`src/rtl/dac_ramp_interp.sv`:
```
// dac_ramp_interp: linear ramp generator feeding a DAC.
// A transfer on DATA_IN/VALID_IN starts a ramp of N = 2^LOG2_STEPS cycles.
// The ramp runs from the current DATA_OUT to the new target. A fixed-point
// accumulator (integer part = DATA_OUT, LOG2_STEPS fraction bits, one guard
// bit) adds the signed delta once per cycle. On the last step the accumulator
// is loaded with the exact target, so the ramp lands precisely on it.
//
// Optional feature (macro RAMP_RETARGET_EN): READY stays high during a ramp.
// A new target then restarts the ramp from the current DATA_OUT.
//
// Ports:
//   CLK       sole clock, rising edge
//   RST       asynchronous active-high reset
//   DATA_IN   signed ramp target
//   VALID_IN  DATA_IN valid; transfer when VALID_IN & READY on a rising edge
//   READY     block can accept a target
//   DATA_OUT  registered signed DAC sample
//   BUSY      ramp in progress
//   DONE      one-cycle pulse when a ramp completes
module dac_ramp_interp #(
  parameter int unsigned DAC_WIDTH  = 12,
  parameter int unsigned LOG2_STEPS = 10
) (
  input  logic                 CLK,
  input  logic                 RST,
  input  logic [DAC_WIDTH-1:0] DATA_IN,
  input  logic                 VALID_IN,
  output logic                 READY,
  output logic [DAC_WIDTH-1:0] DATA_OUT,
  output logic                 BUSY,
  output logic                 DONE
);

  localparam int unsigned ACC_W = DAC_WIDTH + LOG2_STEPS + 1;
  localparam int unsigned DLT_W = DAC_WIDTH + 1;
  localparam int unsigned CNT_W = LOG2_STEPS;

  typedef enum logic {
    ST_IDLE = 1'b0,
    ST_RAMP = 1'b1
  } state_t;

  state_t               state_q,  state_d;
  logic [ACC_W-1:0]     acc_q,    acc_d;
  logic [DLT_W-1:0]     delta_q,  delta_d;
  logic [CNT_W-1:0]     cnt_q,    cnt_d;
  logic [DAC_WIDTH-1:0] target_q, target_d;
  logic                 done_q,   done_d;
  logic                 busy_q,   busy_d;
  logic                 ready_q,  ready_d;

  logic                 xfer_c;
  logic                 last_c;
  logic                 retarget_c;
  logic [DLT_W-1:0]     delta_new_c;
  logic [ACC_W-1:0]     delta_ext_c;
  logic [ACC_W-1:0]     target_acc_c;
  logic [ACC_W-1:0]     out_acc_c;
  logic                 unused_guard;

  // Integer part of the accumulator is the DAC sample (floor of the fraction).
  assign DATA_OUT = acc_q[LOG2_STEPS+DAC_WIDTH-1:LOG2_STEPS];
  assign READY    = ready_q;
  assign BUSY     = busy_q;
  assign DONE     = done_q;

  // Guard bit only absorbs the sign of intermediate sums; it is never output.
  assign unused_guard = acc_q[ACC_W-1];

  assign xfer_c = VALID_IN & ready_q;
  assign last_c = (cnt_q == {CNT_W{1'b1}});

`ifdef RAMP_RETARGET_EN
  assign retarget_c = xfer_c;
`else
  assign retarget_c = 1'b0;
`endif

  // One extra bit keeps the full-scale delta (e.g. -2048 -> +2047) exact.
  assign delta_new_c  = DLT_W'($signed(DATA_IN)) - DLT_W'($signed(DATA_OUT));
  assign delta_ext_c  = ACC_W'($signed(delta_q));
  assign target_acc_c = ACC_W'($signed(target_q)) << LOG2_STEPS;
  assign out_acc_c    = ACC_W'($signed(DATA_OUT)) << LOG2_STEPS;

  // State and datapath registers.
  always_ff @(posedge CLK or posedge RST) begin
    if (RST) begin
      state_q  <= ST_IDLE;
      acc_q    <= '0;
      delta_q  <= '0;
      cnt_q    <= '0;
      target_q <= '0;
      done_q   <= 1'b0;
      busy_q   <= 1'b0;
      ready_q  <= 1'b1;
    end else begin
      state_q  <= state_d;
      acc_q    <= acc_d;
      delta_q  <= delta_d;
      cnt_q    <= cnt_d;
      target_q <= target_d;
      done_q   <= done_d;
      busy_q   <= busy_d;
      ready_q  <= ready_d;
    end
  end

  // Next-state and datapath update.
  always_comb begin
    state_d  = state_q;
    acc_d    = acc_q;
    delta_d  = delta_q;
    cnt_d    = cnt_q;
    target_d = target_q;
    done_d   = 1'b0;

    case (state_q)
      ST_IDLE: begin
        if (xfer_c) begin
          delta_d  = delta_new_c;
          cnt_d    = '0;
          target_d = DATA_IN;
          state_d  = ST_RAMP;
        end
      end
      ST_RAMP: begin
        // A retarget wins over completion, even on the final step.
        if (retarget_c) begin
          acc_d    = out_acc_c;
          delta_d  = delta_new_c;
          cnt_d    = '0;
          target_d = DATA_IN;
        end else if (last_c) begin
          acc_d   = target_acc_c;
          cnt_d   = '0;
          done_d  = 1'b1;
          state_d = ST_IDLE;
        end else begin
          acc_d = acc_q + delta_ext_c;
          cnt_d = cnt_q + CNT_W'(1);
        end
      end
      default: state_d = ST_IDLE;
    endcase

    busy_d = (state_d == ST_RAMP);
`ifdef RAMP_RETARGET_EN
    ready_d = 1'b1;
`else
    ready_d = (state_d == ST_IDLE);
`endif
  end

endmodule

```
`config.mk`:
```
export PLATFORM = sky130hd
export DESIGN_NAME = dac_ramp_interp
export DESIGN_NICKNAME = d
export VERILOG_FILES = /design/src/rtl/dac_ramp_interp.sv
export SDC_FILE = /design/constraint.sdc
export NUM_CORES = 1
export LEC_CHECK = 0
export CAP_MARGIN = 0
export CORE_ASPECT_RATIO = 1.5
export CORE_MARGIN = 2
export CORE_UTILIZATION = 40
export DETAILED_ROUTE_END_ITERATION = 7
export PLACE_DENSITY = 0.68
export RECOVER_POWER = 25
export SLEW_MARGIN = 10
export SYNTH_ARGS = -nofsm -noshare
export SYNTH_HDL_FRONTEND = slang
export SYNTH_SLANG_ARGS = --single-unit
```
`constraint.sdc`:
```
create_clock -name CLK -period 3.85 [get_ports CLK]
set_input_delay 0.77 -clock CLK [delete_from_list [all_inputs] [get_ports CLK]]
set_output_delay 0.77 -clock CLK [all_outputs]
set_load 0.02 [all_outputs]
```
======== Yosys cells after proc, flatten, opt, wreduce, memory -nomap -nowiden ========
Index checks and enable logic that the tools add are counted.
storage, ports and cells
  register bits ........................... 61
  bits of input ports ..................... 15
  output and inout bits ................... 15
  logic and storage cells ................. 29
cells by class
  add/sub/neg operators ................... 3
  equal/unequal tests ..................... 2
  muxes and demuxes ....................... 13
  bitwise logic cells ..................... 3
  reduce and logical (&&, ||, !) cells .... 1
operator list
  kind                     count
  $mux W13                 2
  $mux W12                 2
  $add A23 B23 Y23         1
  $mux W23                 1
  $mux W10                 2
  $pmux W10 S2             1
  $sub A12 B12 Y13         1
  $add A10 B1 Y10 const B  1
  $eq A10 B10 Y1 const B   1
  $mux W1                  4
  $ne A2 B2 Y1 const B     1
  $not A1 Y1               2
  $pmux W1 S2              1
  $reduce_and A2 Y1        1
  $and A1 B1 Y1            1

======== Depth between registers and ports, before layout ========
  word-level depth ........................ 4
  depth in mapped cells ................... 10

======== Worst setup path before layout ========
OpenSTA, ideal clock, no wires.
  path type ............................... input to register
  start point ............................. input DATA_IN[0]
  end point ............................... register delta_q[10]
  arrival time ............................ 2270 ps
  required time ........................... 3717 ps
  slack ................................... 1447 ps
  stages on the path ...................... 10
  path buffers ............................ 0
  cells stage by stage .................... inv_1 -> ha_1 -> fa_1 -> nor2b_1 -> o21ai_1 -> a21oi_1 -> o41ai_2 -> o21ai_0 -> xnor2_1 -> o21ai_0
between the ends
  longest elaborated chain between the ends .. 3
ends and longest elaborated chain
  element               RTL line  text
  from (decl)           26        input logic [DAC_WIDTH-1:0] DATA_IN,
  $sub A12 B12 Y13      80        assign delta_new_c = DLT_W'($signed(DATA_IN)) - DLT_W'($signed(DATA_OUT));
  $mux W13              119       if (xfer_c) begin
  $mux W13              117       case (state_q)
  to (signal assigned)  99        delta_q <= delta_d;
  to (decl)             45        logic [DLT_W-1:0] delta_q, delta_d;
No other way between the ends. The select of a mux whose other input is x is not followed.
A chain may end at the register's enable or synchronous reset.

======== Worst setup path in the final report ========
Same ends and word-level chain as after synthesis.

==> results.sh <==
export IMPL_status="finished, final reports clean"
export IMPL_arrival_ns=2.99
export IMPL_htreeDepth=3
export IMPL_power_density_nw_per_um2=316
export IMPL_die_w_um=85.3
export IMPL_firstDrtPassIters=5
export IMPL_cts_clk_slew_worst_paths_ns=0.05
export IMPL_fin_nets=488
export IMPL_cts_resized=0
export IMPL_die_h_um=126
export IMPL_crit_path_cell_trace="clkdlybuf4s50_1 > inv_1 > ha_1 > fa_1 > nor2b_1 > o21ai_1 > a21oi_1 > o41ai_2 > o21ai_0 > xnor2_1 > o21ai_0"
export IMPL_rsz0062_at_grt="false"
export IMPL_cp_end_kind="flop"
export IMPL_cts_hold_buf=0
export IMPL_nFillCells=927
export IMPL_synth_commonest_cells="dfrtp_1, o21ai_0, nand2_1, ha_1, inv_1"
export IMPL_drc=0
export IMPL_seq_area_sq_um=1500
export IMPL_clock_latency_ns=0.33
export IMPL_async_reset_ff_frac=1.00
export IMPL_synth_top_family_by_area="compound AO/OA/AOI/OAI gates"
export IMPL_io_pins=30
export IMPL_whs_ns=0.484
export IMPL_clock_skew_ns=0.00634
export IMPL_vias=3167
export IMPL_maxSlewViolCount=0
export IMPL_root_buffer="clkbuf_16"
export IMPL_cp_slowest_cell="clkdlybuf4s50_1"
export IMPL_die_area_sq_um=10700
export IMPL_core_area_sq_um=9690
export IMPL_path_max_fanout=3
export IMPL_rrSetupSlack_ns=1.25
export IMPL_startpoint_type="input pin"
export IMPL_portBuffers=29
export IMPL_synth_most_common_cell="dfrtp_1"
export IMPL_hpwl_um=6840
export IMPL_ff2ff_path_depth=8
export IMPL_worstMarginPinSlew_ns=1.46
export IMPL_antennaDiodeCount=0
export IMPL_avgSynthCellArea_sq_um=9.55
export IMPL_cts_tree="done"
export IMPL_post_route_period_util=0.725
export IMPL_antenna_found_initial=0
export IMPL_min_path_cells=2
export IMPL_utilization=0.472
export IMPL_synth_edf_count=0
export IMPL_area_growth_pct=15.2
export IMPL_cts_buffers=9
export IMPL_synth_distinct_cells=59
export IMPL_wl_per_cell_um=17.2
export IMPL_grt_usage=0.189
export IMPL_yosys_warnings=0
export IMPL_multi_input_area_sq_um=2230
export IMPL_synth_compound_area_frac=0.227
export IMPL_cp_required_ns=4.05
export IMPL_syn_area_sq_um=3970
export IMPL_ir_drop_v=0.000206
export IMPL_synth_area_top_cells="dfrtp_1, ha_1, o21ai_0, xnor2_1, nand2_1"
export IMPL_start_util=0.409
export IMPL_grt_max_degree=44
export IMPL_totalWireLength_um=9570
export IMPL_path_delay_family="compound AO/OA/AOI/OAI gates"
export IMPL_worstSetupStartpoint="DATA_IN[0]"
export IMPL_grt_pass1_wl_um=15800
export IMPL_hp_start="delta_q[0]"
export IMPL_r2r_start="delta_q[12]"
export IMPL_cp_slowest_stage_delay_ns=0.46
export IMPL_cp_common_cell="o21ai_0"
export IMPL_yosys_area_top_type="dfrtp_1"
export IMPL_rows=44
export IMPL_path_class="input pin to flop"
export IMPL_finalCriticalPeriod_ns=2.79
export IMPL_muxShareOfSynthArea=0.0284
export IMPL_finalPower_w=0.00144
export IMPL_synth_flop_cell="dfrtp_1"
export IMPL_drtIter0Drc=109
export IMPL_overflow=0
export IMPL_via_per_inst=5.69
export IMPL_ys_ff_latch=60
export IMPL_cts_sinks=60
export IMPL_hold_violations=0
export IMPL_synth_seq_area_share=0.379
export IMPL_cts_setup_buffers=0
export IMPL_max_slew_margin_rel=0.0287
export IMPL_yosys_area_share_simple=0.120
export IMPL_gp_congestion=0.892
export IMPL_synth_adder_area_share=0.117
export IMPL_hold_class="flop to flop"
export IMPL_first_global_vias=3237
export IMPL_setup_violations=0
export IMPL_synth_nets=466
export IMPL_worstSetupPathDepth=11
export IMPL_clock_path_buffers=2
export IMPL_cp_num_buf_inv=2
export IMPL_drive_above_1_share=0.0905
export IMPL_setup_tns_final_ns=0
export IMPL_max_freq_mhz=358
export IMPL_synth_cells=415
export IMPL_synth_xor_area_frac=0.0685
export IMPL_synth_top_area_frac=0.372
export IMPL_leakage_nw=2.08
export IMPL_maxCapViolations=0
export IMPL_drtAntennaViolNets=0
-- per-layer routing --
metal | wire length (um) | part of all wire | global-route usage
met2 | 4980 | 0.52 | 0.324
met1 | 3840 | 0.40 | 0.211
met5 | 0 | 0 | 0
met4 | 403 | 0.042 | 0.120
met3 | 340 | 0.036 | 0.0360
-- cell families after synthesis --
family / Yosys count
AO/OA/AOI/OAI: 131
AND/OR/NAND/NOR: 97
flip-flops: 60
buffers and inverters: 50
adder cells (fa/ha/maj): 36
XOR/XNOR: 31
multiplexers: 10
-- power breakdown --
group	switching [W]	internal, W
clock network	0.000282	0.000450
registers	0	0.000631
logic	0.0000458	0.0000353
-- stage by stage --
| step | setup WS, ns | instances | instance area, sq um |
|---|---|---|---|
| floorplan | 1.45 | 415 | 3970 |
| global placement | 0.760 | 541 | 4300 |
| detailed placement | 0.715 | 541 | 4300 |
| CTS | 1.06 | 557 | 4570 |
| global route | 0.917 | 557 | 4570 |
| finish | 1.06 | 557 | 4570 |
-- area by class of cell --
| type | instances | area share |
|---|---|---|
| repair buffers | 34 | 0.0717 |
| flip-flops and latches | 60 | 0.329 |
| well taps | 115 | 0.0315 |
| inverters | 27 | 0.0222 |
| multi-input cells | 305 | 0.488 |
| clock buffers | 13 | 0.0548 |
| clock inverters | 3 | 0.00329 |
-- sequential cells by signal (all words and copies together) (netlist names) --
name and count:
READY 1, acc_q 22, BUSY 1, delta_q 13, DONE 1, cnt_q 10, target_q 12
-- cell usage in the layout (no fill, tap or decap), types with 3 or more instances in the layout --
cell type	count
and3_1	3
nor2_1	14
buf_4	5
a22o_1	10
o21ai_0	39
a21o_1	9
nand3_1	11
clkbuf_16	9
clkdlybuf4s50_1	28
xnor2_1	19
nand2_1	37
nor2b_1	6
o21bai_1	5
clkbuf_1	3
xor2_1	12
clkinv_2	3
mux2_2	10
inv_1	27
and2_1	3
nor3_1	6
a22oi_1	9
ha_1	34
a31oi_1	4
a21oi_1	19
nand4_1	7
o21a_1	4
dfrtp_1	59
o31ai_1	6
-- worst min-delay path, cell delays in order (launching register included) --
cell and delay (ns):
dfrtp_1 0.34, nand2_1 0.05, o21ai_0 0.06
-- path summary, 6_finish.rpt --
path,to
min in group asynchronous,cnt_q[9]
min reg2reg,delta_q[0]
min,delta_q[0]
max,delta_q[10]
max reg2reg,acc_q[17]
max in group asynchronous,target_q[2]
Note: power is estimated with default switching activity, not from simulation.
